## src/rtl/instr_encoder.sv

```systemverilog
// Packs symbolic MIPS instructions into 32-bit words and streams them into
// consecutive instruction-memory word addresses, one word per accepted request.
module instr_encoder #(
  parameter int ADDR_W = 8,
  parameter int BASE   = 0
) (
  input  logic              clk,
  input  logic              reset,
  input  logic              clear,
  input  logic              in_valid,
  output logic              in_ready,
  input  logic [3:0]        in_op,
  input  logic [4:0]        in_rs,
  input  logic [4:0]        in_rt,
  input  logic [4:0]        in_rd,
  input  logic [15:0]       in_imm,
  input  logic [25:0]       in_target,
  output logic              imem_we,
  output logic [ADDR_W-1:0] imem_addr,
  output logic [31:0]       imem_wdata,
  output logic [ADDR_W:0]   count,
  output logic              full,
  output logic              err
);

  localparam logic [ADDR_W-1:0] PTR_BASE = ADDR_W'(BASE);
  localparam logic [ADDR_W-1:0] PTR_END  = '1;

  // LAST is the strobe cycle of the final address: write and full at once.
  typedef enum logic [1:0] {IDLE, WRITE, LAST, FULL} state_t;

  state_t            state, state_nxt;
  logic [ADDR_W-1:0] ptr;
  logic              accept, legal, take;

  function automatic logic [31:0] encode(
    input logic [3:0]  op,
    input logic [4:0]  rs,
    input logic [4:0]  rt,
    input logic [4:0]  rd,
    input logic [15:0] imm,
    input logic [25:0] target
  );
    logic [31:0] word;
    case (op)
      4'd0:    word = {6'h00, rs, rt, rd, 5'h00, 6'h20};
      4'd1:    word = {6'h00, rs, rt, rd, 5'h00, 6'h22};
      4'd2:    word = {6'h00, rs, rt, rd, 5'h00, 6'h24};
      4'd3:    word = {6'h00, rs, rt, rd, 5'h00, 6'h25};
      4'd4:    word = {6'h00, rs, rt, rd, 5'h00, 6'h2A};
      4'd5:    word = {6'h08, rs, rt, imm};
      4'd6:    word = {6'h0C, rs, rt, imm};
      4'd7:    word = {6'h23, rs, rt, imm};
      4'd8:    word = {6'h2B, rs, rt, imm};
      4'd9:    word = {6'h04, rs, rt, imm};
      4'd10:   word = {6'h05, rs, rt, imm};
      4'd11:   word = {6'h02, target};
      default: word = 32'h0;
    endcase
    return word;
  endfunction

  assign legal  = (in_op <= 4'd11);
  assign accept = in_valid && in_ready;
  assign take   = accept && legal;

  always_ff @(posedge clk or posedge reset) begin
    if (reset) state <= IDLE;
    else       state <= state_nxt;
  end

  always_comb begin
    state_nxt = IDLE;
    if (take)
      state_nxt = (ptr == PTR_END) ? LAST : WRITE;
    else if (!clear && (state == LAST || state == FULL))
      state_nxt = FULL;
  end

  always_comb begin
    imem_we  = (state == WRITE) || (state == LAST);
    full     = (state == LAST) || (state == FULL);
    in_ready = !full && !clear;
  end

  // Registered write port; address/data hold between strobes.
  always_ff @(posedge clk or posedge reset) begin
    if (reset) begin
      ptr        <= PTR_BASE;
      count      <= '0;
      err        <= 1'b0;
      imem_addr  <= PTR_BASE;
      imem_wdata <= 32'h0;
    end else if (clear) begin
      ptr   <= PTR_BASE;
      count <= '0;
      err   <= 1'b0;
    end else begin
      if (take) begin
        imem_addr  <= ptr;
        imem_wdata <= encode(in_op, in_rs, in_rt, in_rd, in_imm, in_target);
        ptr        <= ptr + 1'b1;
        count      <= count + 1'b1;
      end
      if (accept && !legal)
        err <= 1'b1;
    end
  end

endmodule

```

## config.mk

```make
export PLATFORM = sky130hd
export DESIGN_NAME = instr_encoder
export DESIGN_NICKNAME = d
export VERILOG_FILES = /design/src/rtl/instr_encoder.sv
export SDC_FILE = /design/constraint.sdc
export NUM_CORES = 1
export LEC_CHECK = 0
export ABC_AREA = 1
export BUFFER_PORTS_ARGS = -buffer_cell sky130_fd_sc_hd__buf_2
export CORE_MARGIN = 2
export CORE_UTILIZATION = 44
export DETAILED_ROUTE_END_ITERATION = 10
export PLACE_DENSITY = 0.85
export SYNTH_ARGS = -nofsm -noshare
export SYNTH_HDL_FRONTEND = slang
export SYNTH_SLANG_ARGS = --single-unit
export TNS_END_PERCENT = 100
```

## constraint.sdc

```tcl
create_clock -name clk -period 1.6 [get_ports clk]
set_input_delay 0 -clock clk [delete_from_list [all_inputs] [get_ports clk]]
set_output_delay 0 -clock clk [all_outputs]
set_load 0.005 [all_outputs]
```

; ---- Yosys cells after proc, flatten, opt, wreduce, memory -nomap -nowiden
; Cells that the tools add are included.
[totals]
reg_bits = 60
in_bits = 65
[classes]
reduce_logical = 14
n_lt_le_gt_ge = 1
n_bitwise = 1
n_eq_ne = 15
mux = 10
addsub = 2
[op_table]
columns = op, count
row1 = one-hot mux 32 bit (12 select lines), 1
row2 = 2-to-1 mux 9 bit, 2
row3 = == test 4 x 3 -> 1 bit (second input constant), 4
row4 = == test 4 bit (second input constant), 4
row5 = 2-to-1 mux 8 bit, 2
row6 = adder 9 x 1 -> 9 bit (second input constant), 1
row7 = adder 8 x 1 -> 8 bit (second input constant), 1
row8 = == test 4 x 2 -> 1 bit (second input constant), 2
row9 = == test 8 bit (second input constant), 1
row10 = 2-to-1 mux 2 bit, 3
row11 = logical AND 1 bit, 5
row12 = == test 2 bit (second input constant), 2
row13 = == test 4 x 1 -> 1 bit (second input constant), 1
row14 = <= comparator 4 bit (second input constant), 1
row15 = logical NOT 4 bit, 1
row16 = nonzero test 2 bit, 2
row17 = logical NOT 1 bit, 3
row18 = == test 2 x 1 -> 1 bit (second input constant), 1
row19 = logical OR 1 bit, 2
row20 = 2-to-1 mux 1 bit, 2
row21 = AND reduction 2 bit, 1
row22 = NOT 1 bit, 1

; ---- Depth between registers and ports, before layout
; Gate-level depths: netlist of the first run.
[logic_depth]
depth_word = 8
mapped_depth = 9
ltp_nobuf = 8

; ---- Worst setup path before layout of the first run
; No wires, ideal clock.
[synth_timing]
kind = flip-flop to flip-flop
startpoint = register state[0]
endpoint = register imem_wdata[16]
setup_ps = 66
period_less_slack_ps = 1460
arrival_ps = 1395
n_path_buf = 2
path_stages_with_launch = 9
path_slack_ps = 140
cell_sequence = dfrtp_1 > ha_1 > nor2_2 > nand3_1 > nor2_2 > buf_4 > buf_2 > nand2_1 > nand2_1
[synth_between]
elab_chain_len = 7
word_cells_on_any_way = 8
cone_classes = 2 x eq/ne / 6 x reduce/logical
[synth_lines]
columns = element, line_no
row1 = start: declaration, 32  ; state_t state, state_nxt;
row2 = start signal: assignment, 69  ; else state <= state_nxt;
row3 = == test 2 bit, 82  ; full = (state == LAST) || (state == FULL);
row4 = logical OR 1 bit *, 82
row5 = logical NOT 1 bit *, 83  ; in_ready = !full && !clear;
row6 = logical AND 1 bit *, 83
row7 = logical AND 1 bit *, 64  ; assign accept = in_valid && in_ready;
row8 = logical AND 1 bit *, 65  ; assign take = accept && legal;
row9 = AND reduction 2 bit (no source line) *, --
row10 = end signal: assignment, 101  ; imem_wdata <= encode(in_op, in_rs, in_rt, in_rd, in_imm, in_target);
row11 = end: declaration, 20  ; output logic [31:0] imem_wdata,
; Mark *: on every way between the ends. The rest lies on a longest branch, timed or not.
; A chain may end at the register's enable or synchronous reset.

; ---- Worst setup path in the final report of the first run
[layout_timing]
startpoint = register state[0]
endpoint = register imem_wdata[11]
; Same word-level chain as after synthesis.

==> impl_metrics.yaml, run 1 <==
status:
  outcome: "finished with violations"
  violations: "setup timing"
global_route:
  grt_pass1_vias: 3636
  grt_overflow: 0
  grt_max_degree: 34
  grt_pass1_wl_um: 16300
  antenna_found_initial: 0
  grt_usage: 0.273
worst_setup_path:
  end_kind: "register"
  path_class: "reg -> reg"
  critical_path_required_ns: 1.83
  worst_path_most_repeated_cell: "nor2_4"
  startpoint_type: "register"
  arrival_ns: 1.86
  slowest_stage: "dfrtp_1"
  critPathMaxFanout: 12
  cp_top_family: "simple AND/OR/NAND/NOR gates"
  path_cells: "ha_2 > nor2_4 > nand3_2 > nor2_4 > buf_12 > nand2_1 > nor2_1 > nor2_2"
  worst-path-buf-inv: 1
  critPathMaxStageDelay_ns: 0.38
synth:
  ys.flop_type: "dfrtp_1"
  synth.avg_cell_area_um2: 7.00
  netlist.area_leader.share: 0.465
  synthArstFlopShare: 1.00
  syn_area_mm2: 0.00317
  ys_ff_latch: 59
  yosysUniqueCellTypes: 29
  netlist_instances: 453
  yosysSeqAreaShare: 0.465
  synth-edff-count: 0
  ys_top_cells_by_area: "dfrtp_1 (47%), nand2_1 (24%), inv_1 (5.8%), nor2_1 (4.5%), o21ai_0 (4.3%)"
  yosysWarnings: 0
  synth_fp_nets: 522
  yosysTopAreaCell: "dfrtp_1"
sta:
  fmax_mhz: 612
  maxSlewHeadroom: 0.665
  worst_slack_ns: -0.0334
  skew_ns: 0.00366
  final.setup.tns_ns: -0.0334
  report.final.slew_viol_count: 0
  tightest_slew_ns: 0.503
  final_hold_viol_count: 0
  finalSetupViolations: 1
  period_needed_ns: 1.63
  rsz0062_at_grt: "yes"
  min_period_over_period: 1.02
placed_design:
  gp_congestion: 0.889
  io_buffer_count: 116
  pre_cts_slack_ns: -0.0424
  hpwl_um: 6160
  dpl-instance-area_mm2: 0.00389
hold_path:
  hold_class: "in -> reg"
cts:
  root_buffer: "clkbuf_8"
  cts_max_path_buffers: 2
  cts_tree: "built"
  clkLatencyLatePin_ns: 0.33
  htreeDepth: 3
  clkTransAtPathRegs_ns: 0.06
  cts_made_buffers: 9
  clock-sinks: 59
floorplan:
  pin_count: 118
  initial_core_util: 0.462
  dieArea_mm2: 0.00791
  fp-row-count: 30
  die_x_um: 88.9
  die_h_um: 88.9
  core_area_mm2: 0.00687
power_and_ir_drop:
  finalPower_uw: 3900
  ir_drop_mv: 0.416
  power_leakage_uw: 0.00272
  pwr_density_cell_mw_per_mm2: 800
finish:
  syn2layout_area_growth_pct: 53.7
  design_area_mm2: 0.00488
  antennaDiodeCount: 0
  final_nets: 708
  finish.utilization: 0.710
  drive_above_1_share: 0.290
route:
  ant_nets: 0
  viasPerCell: 5.12
  drtIter0Drc: 271
  wl_per_cell_um: 14.7
  drc: 0
  vias: 3790
  wl_um: 10900
  firstDrtPassIters: 6
job:
  drv_cap: 0
## sequential cells by signal (all words and copies together), names as in the netlist
name,count
err,1
count,9
imem_wdata,31
ptr,8
state,2
imem_addr,8
## timing repair
| action | in CTS | in global routing |
|---|---|---|
| hold buffers | 52 | 0 |
| gates cloned | 0 | 4 |
| endpoints found under the setup margin | 24 | 50 |
| pin swaps | 0 | 2 |
| endpoints found under the hold margin | 89 | 0 |
| gates resized for setup | 2 | 37 |
| buffers inserted | 0 | 6 |
## routing by layer
metal | global-route usage | up-vias | wire, um
met3 | 0.0785 | 49 | 919
met4 | 0.153 | 0 | 437
met1 | 0.324 | 1742 | 4230
li1 | - | 1764 | -
met2 | 0.444 | 235 | 5270
met5 | 0 | - | 0
## synth_stat cells, drive strengths merged (2+ instances only)
master	instances
ha	4
nor2	42
buf	13
nand4	6
clkbuf	2
a21oi	8
nand3	21
nand2	201
dfrtp	59
nor3	2
o21ai	33
inv	54
## cell families (layout without fill, tap and decap cells)
family / count (synthesis) / in the layout / synth area share
simple gates: 273 / 273 / 0.346
buf+inv: 70 / 261 / 0.0942
fa+ha+maj: 4 / 4 / 0.0158
flops: 59 / 59 / 0.465
compound gates: 45 / 45 / 0.0749
xor+xnor: 1 / 1 / 0.00276
other cells: 1 / 1 / 0.00118
## layout by cell type (no fill, tap or decap), types with 2 or more instances in the layout
| cell | synthesis | final |
|---|---|---|
| nand2_1 | 199 | 188 |
| buf_2 | 7 | 116 |
| dfrtp_1 | 59 | 59 |
| dlygate4sd3_1 | 0 | 52 |
| inv_1 | 49 | 46 |
| nor2_1 | 38 | 36 |
| o21ai_0 | 27 | 26 |
| nand3_1 | 21 | 18 |
| clkbuf_8 | 0 | 13 |
| nand2_2 | 2 | 10 |
| buf_4 | 5 | 10 |
| inv_2 | 5 | 8 |
| a21oi_1 | 7 | 7 |
| o21ai_1 | 6 | 7 |
| nand4_1 | 5 | 5 |
| clkbuf_16 | 0 | 4 |
| buf_6 | 1 | 4 |
| nor2_4 | 1 | 3 |
| nand3_2 | 0 | 3 |
| nor2_2 | 3 | 3 |
| nand2_4 | 0 | 3 |
| buf_12 | 0 | 3 |
| nor3_1 | 2 | 2 |
| ha_1 | 4 | 2 |
| ha_2 | 0 | 2 |
| clkbuf_1 | 2 | 2 |
## worst register-to-register path, cell delays in order, from the launching register on
cell and delay [ns]:
dfrtp_1 0.38, ha_2 0.20, nor2_4 0.16, nand3_2 0.12
nor2_4 0.21, buf_12 0.18, nand2_1 0.09, nor2_1 0.14
nor2_2 0.05
## cell type report
type                       instances  area, um^2
fill                             502        1990
multi-input combinational        324        1480
sequential                        59        1480
timing repair buffer             190        1400
inverter                          55         209
clock buffer                      15         186
tap                               96         120
clock inverter                     1        5.00
## worst paths after layout
check,start,endpoint,slack (ns),cells after the start
setup / recovery,state[0]$_DFF_PP0_,imem_wdata[11]$_DFFE_PP0P_,-0.03,8
max in group asynchronous,reset,ptr[7]$_DFFE_PP0P_,0.94,4
hold / removal,in_rs[2],imem_wdata[23]$_DFFE_PP0P_,0.04,5
min in group asynchronous,reset,imem_wdata[24]$_DFFE_PP0P_,0.31,4
hold reg to reg,imem_wdata[9]$_DFFE_PP0P_,imem_wdata[9]$_DFFE_PP0P_,0.48,2
setup reg to reg,state[0]$_DFF_PP0_,imem_wdata[11]$_DFFE_PP0P_,-0.03,8
## power breakdown
group	internal [uW]	switching [uW]	total, uW
registers	1630	93.8	1720
clock network	731	567	1300
logic	439	443	882
total	2800	1100	3900
## through the flow
| step | hold slack (ns) | std cells |
|---|---|---|
| 5_1_grt | 0.0252 | 740 |
| 4_1_cts | 0.00601 | 730 |
| 6_report | 0.0394 | 740 |
| 2_1_floorplan | 0.0311 | 453 |
| 3_5_place_dp | 0.0895 | 662 |
| 3_3_place_gp | 0.0816 | 662 |
(Power assumes the default switching activity.)
==> run 2, diff against run 1 <==
--- a/config.mk
+++ b/config.mk
@@ -10,7 +10,7 @@
 export CORE_MARGIN = 2
 export CORE_UTILIZATION = 44
 export DETAILED_ROUTE_END_ITERATION = 10
-export PLACE_DENSITY = 0.85
+export PLACE_DENSITY = 0.83
 export SYNTH_ARGS = -nofsm -noshare
 export SYNTH_HDL_FRONTEND = slang
 export SYNTH_SLANG_ARGS = --single-unit
==> constraint.sdc (replaced) <==
create_clock -name clk -period 2.1 [get_ports clk]
set_input_delay 0 -clock clk [delete_from_list [all_inputs] [get_ports clk]]
set_output_delay 0 -clock clk [all_outputs]
set_load 0.005 [all_outputs]
==> run 2 against run 1 <==
Compared with the run above:
- the run now ends clean
- non-clock buffer count decreased by 15
- first-iteration DRC count shrank 5.2%
- clock-buffer cell count down 1
- total power decreased by 28%
- cell count decreased by 2.0%
- via count fell by 4.7%
- highest routed layer unchanged
- sequential share of layout area is 2.2 points higher
- maximum frequency fell by 3.7%
- hold slack lost 0.020 ns
- sequential cell count is the same
- critical path depth stayed put
- register-to-register slack improved by 0.44 ns
==> impl_metrics.yaml, run 2 (synthesized netlist as in run 1, its figures left out) <==
status:
  outcome: "finished, final reports clean"
worst_setup_path:
  arrival_ns: 1.92
  critPathMaxFanout: 48
  slowest_stage: "dfrtp_1"
  startpoint_type: "register"
  reg2reg_from: "state[0]$_DFF_PP0_"
  end_kind: "register"
  ff2ff_path_depth: 8
  critical_path_required_ns: 2.33
  worstSetupStartpoint: "state[0]$_DFF_PP0_"
  worst_path_most_repeated_cell: "nor2_1"
  cp_top_family: "simple AND/OR/NAND/NOR gates"
  crit_cells: 8
  worst-path-buf-inv: 1
  critPathMaxStageDelay_ns: 0.38
  path_cells: "ha_1 > nor2_2 > nand3_1 > nor2_4 > buf_12 > nand2_1 > nor2_1 > nor2_1"
  path_class: "reg -> reg"
finish:
  layout_common_cells: "nand2_1 (199), buf_2 (116), dfrtp_1 (59)"
  antennaDiodeCount: 0
  multiInputGateArea_mm2: 0.00140
  largest_registers: "imem_wdata: 31 flops, count: 9 flops"
  final_nets: 693
  final_common_cell: "nand2_1"
  drive_above_1_share: 0.237
  finish.utilization: 0.662
  nFillCells: 546
  regArea_mm2: 0.00148
  regMostFlops: "imem_wdata"
  syn2layout_area_growth_pct: 43.4
  largest_reg_flops: 31
floorplan:
  dieArea_mm2: 0.00791
  die_h_um: 88.9
  fp-row-count: 30
  initial_core_util: 0.462
  pin_count: 118
  core_area_mm2: 0.00687
  die_x_um: 88.9
global_route:
  grt_usage: 0.268
  grt_pass1_vias: 3580
  grt_overflow: 0
  grt_max_degree: 49
  grt_pass1_wl_um: 16100
  antenna_found_initial: 0
cts:
  htreeDepth: 3
  root_buffer: "clkbuf_8"
  cts-hold-fix-buffers: 54
  ctsResizeCount: 0
  cts_made_buffers: 9
  postCtsSetupBuffers: 0
  clkTransAtPathRegs_ns: 0.07
  clkLatencyLatePin_ns: 0.34
  clock-sinks: 59
  cts_max_path_buffers: 2
  cts_tree: "built"
sta:
  final_hold_viol_count: 0
  rsz0062_at_grt: "no"
  finalSetupViolations: 0
  skew_ns: 0.00603
  period_needed_ns: 1.70
  final.setup.tns_ns: 0
  report.final.slew_viol_count: 0
  min_period_over_period: 0.808
  fmax_mhz: 590
route:
  top_layer_used: "met4"
  firstDrtPassIters: 4
  ant_nets: 0
  wl_um: 9910
  viasPerCell: 4.98
  drtIter0Drc: 257
  drc: 0
  dr_wl_met3_um: 759
  met1_length_um: 3870
  vias: 3612
  wl_per_cell_um: 13.7
  wl_met2_um: 4940
hold_path:
  min_path_cells: 5
  hold_class: "in -> reg"
  min_from: "in_rs[0]"
placed_design:
  hpwl_um: 6130
  io_buffer_count: 116
  gp_congestion: 0.847
power_and_ir_drop:
  switching_power_uw: 809
  seq_power_share: 0.463
  switching_share: 0.287
  pwr_density_cell_mw_per_mm2: 621
  pwr-share-clk: 0.328
  ir_drop_mv: 0.371
  finalPower_uw: 2820
  pwr-share-comb: 0.208
  p_int_uw: 2020
  power_leakage_uw: 0.00259
job:
  drv_cap: 0
-- run 2: stage by stage --
step	area (um^2)	setup WS, ns	instances	hold slack [ns]
after floorplan	3170	0.640	453	0.0311
after global placement	3840	0.491	655	0.0336
after detailed placement	3840	0.437	655	0.0468
after CTS	4550	0.424	725	0.00733
after global routing	4550	0.223	725	0.0373
final	4550	0.404	725	0.0192
-- run 2: power groups by stage --
stage          sequential (uW)  combinational, uW  clock (uW)
6_report                  1310                589         927
5_1_grt                   1320                657        1000
4_1_cts                   1310                569         940
3_5_place_dp              1320                480           0
3_3_place_gp              1320                464           0
2_1_floorplan             1320                242           0
-- run 2: worst min-delay path, stage by stage --
cell and delay [ns]:
buf_2 0.10, inv_1 0.04, o21ai_1 0.07, nand2_1 0.06, nand2_1 0.04
-- run 2: final cells by class --
cell class	count	area share
inverter	55	0.0456
multi-input combinational	324	0.308
tap	96	0.0264
timing repair buffer	175	0.257
clock buffer	14	0.0357
sequential	59	0.324
clock inverter	2	0.00220
-- run 2: path summary, 6_finish.rpt --
check | to | slack (ns)
min reg2reg | imem_addr[6]$_DFFE_PP0P_ | 0.48
min | imem_wdata[21]$_DFFE_PP0P_ | 0.02
max in group asynchronous | imem_addr[0]$_DFFE_PP0P_ | 1.21
min in group asynchronous | imem_wdata[19]$_DFFE_PP0P_ | 0.23
max reg2reg | imem_wdata[11]$_DFFE_PP0P_ | 0.40
max | imem_wdata[11]$_DFFE_PP0P_ | 0.40
-- run 2: layer usage --
metal,GRT usage,vias up
met3,0.0489,35
met5,0,-
met1,0.319,1641
met2,0.460,208
met4,0.140,0
li1,-,1728
==> run 3, diff against run 2 <==
==> constraint.sdc (replaced) <==
create_clock -name clk -period 1.7 [get_ports clk]
set_input_delay 0 -clock clk [delete_from_list [all_inputs] [get_ports clk]]
set_output_delay 0 -clock clk [all_outputs]
set_load 0.005 [all_outputs]
==> run 3 against run 2 <==
Compared with the run above:
- sequential share of layout area shrank 0.20 points
- wire length fell by 3.4%
- clock skew is 0.0028 ns higher
- total power increased by 27%
- sequential power grew 24%
- via count down 1.6%
- first-iteration DRC count fell by 20%
- combinational power rose by 23%
- critical path depth unchanged
- critical path type unchanged
- largest power group unchanged
- highest routed layer unchanged
==> impl_metrics.yaml, run 3 (synthesized netlist as in run 1, its figures left out) <==
worst_setup_path:
  critical_path_required_ns: 1.93
  arrival_ns: 1.87
  critPathMaxStageDelay_ns: 0.38
  startpoint_type: "register"
  end_kind: "register"
  critPathMaxFanout: 18
  slowest_stage: "dfrtp_1"
  worst_path_most_repeated_cell: "nor2_4"
  path_cells: "ha_1 > nor2_4 > nand3_2 > nor2_4 > buf_12 > nand2_1 > nor2_2 > nor2_1"
  path_class: "reg -> reg"
power_and_ir_drop:
  pwr-share-comb: 0.202
  ir_drop_mv: 0.382
  finalPower_uw: 3590
  switching_share: 0.278
  power_leakage_uw: 0.00260
  pwr-share-clk: 0.347
  seq_power_share: 0.450
  p_int_uw: 2590
  pwr_density_cell_mw_per_mm2: 784
  switching_power_uw: 997
finish:
  syn2layout_area_growth_pct: 44.3
  antennaDiodeCount: 0
  layout_common_cells: "nand2_1 (199), buf_2 (116), dfrtp_1 (59)"
  layoutNonFillerInstCount: 722
  final_common_cell: "nand2_1"
  largest_registers: "imem_wdata: 31 flops, count: 9 flops"
  drive_above_1_share: 0.248
  regMostFlops: "imem_wdata"
  design_area_mm2: 0.00458
  final_nets: 690
  largest_reg_flops: 31
route:
  drc: 0
  viasPerCell: 4.92
  drtIter0Drc: 205
  firstDrtPassIters: 4
  wl_per_cell_um: 13.3
  wl_um: 9570
  vias: 3553
  ant_nets: 0
global_route:
  grt_usage: 0.254
  grt_max_degree: 40
  grt_pass1_wl_um: 15400
  grt_overflow: 0
  grt_pass1_vias: 3524
  antenna_found_initial: 0
placed_design:
  dpl-instance-area_mm2: 0.00385
  io_buffer_count: 116
  pre_cts_slack_ns: 0.0577
  gp_congestion: 0.876
  hpwl_um: 5980
  dp_cells: 655
job:
  drv_cap: 0
cts:
  clkLatencyLatePin_ns: 0.34
  cts_made_buffers: 9
  htreeDepth: 3
  cts_max_path_buffers: 2
  clock-sinks: 59
  cts_tree: "built"
  clkTransAtPathRegs_ns: 0.07
  root_buffer: "clkbuf_8"
sta:
  period_needed_ns: 1.64
  min_period_over_period: 0.966
  rsz0062_at_grt: "yes"
  finalSetupViolations: 0
  fmax_mhz: 609
  worst_slack_ns: 0.0576
  final_hold_viol_count: 0
  skew_ns: 0.00881
  report.final.slew_viol_count: 0
floorplan:
  die_h_um: 88.9
  initial_core_util: 0.462
  die_x_um: 88.9
  core_area_mm2: 0.00687
  fp-row-count: 30
  pin_count: 118
  dieArea_mm2: 0.00791
status:
  outcome: "finished, final reports clean"
hold_path:
  hold_class: "in -> reg"
-- run 3: cell types whose count changed in the layout (fill, tap and decap cells not counted), sizes merged --
| cell | previous run | this run |
|---|---|---|
| buf | 121 | 122 |
| bufinv | 0 | 1 |
| clkinv | 3 | 4 |
| dlygate4sd3 | 54 | 49 |
| clkbuf | 14 | 12 |
| clkinvlp | 0 | 1 |
-- run 3: critical path, delay by kind of cell, from the launching register on --
family / cells / cell delay [ns]
fa+ha+maj: 1 / 0.23
buf+inv: 1 / 0.16
flops: 1 / 0.38
simple gates: 6 / 0.76
-- run 3: path summary, 6_finish.rpt --
check,start,endpoint,slack [ns],cells past startpoint
min in group asynchronous,reset,imem_wdata[16]$_DFFE_PP0P_,0.21,3
max in group asynchronous,reset,imem_addr[6]$_DFFE_PP0P_,0.92,4
hold reg to reg,imem_addr[3]$_DFFE_PP0P_,imem_addr[3]$_DFFE_PP0P_,0.48,2
setup reg to reg,state[0]$_DFF_PP0_,imem_wdata[11]$_DFFE_PP0P_,0.06,8
hold / removal,in_valid,err$_DFFE_PP0P_,0.01,3
setup / recovery,state[0]$_DFF_PP0_,imem_wdata[11]$_DFFE_PP0P_,0.06,8
-- run 3: cell type report --
cell class                      count  area [um^2]
Fill cell                         543         2290
Sequential cell                    59         1480
Multi-Input combinational cell    324         1420
Timing Repair Buffer              172         1170
Inverter                           55          208
Clock buffer                       11          141
Tap cell                           96          120
Clock inverter                      5         52.6
-- run 3: power by group through the flow --
stage          sequential, uW  clock, uW  combinational (uW)
2_1_floorplan            1630          0                 299
3_3_place_gp             1630          0                 577
3_5_place_dp             1630          0                 597
4_1_cts                  1610       1270                 696
5_1_grt                  1630       1340                 814
6_report                 1620       1250                 726
-- run 3: metal layers --
metal | GRT usage | vias to the layer above | share of wire
met5 | 0 | - | 0
li1 | - | 1722 | -
met2 | 0.419 | 199 | 0.47
met1 | 0.306 | 1598 | 0.40
met4 | 0.121 | 0 | 0.029
met3 | 0.0766 | 34 | 0.099
-- run 3: repair_timing --
item,in CTS,in global routing
hold buffers,49,0
buffers inserted,0,1
setup endpoints to repair,0,25
resized for setup,0,3
endpoints found under the hold margin,49,0
-- run 3: through the flow --
stage,setup TNS [ns],hold WS [ns],utilization
after global routing,-0.0554,0.00900,0.667
after floorplan,0,0.0311,-
final,0,0.0104,0.667
after detailed placement,0,0.0370,0.560
after CTS,0,0.0000956,0.660
after global placement,0,0.0290,0.560
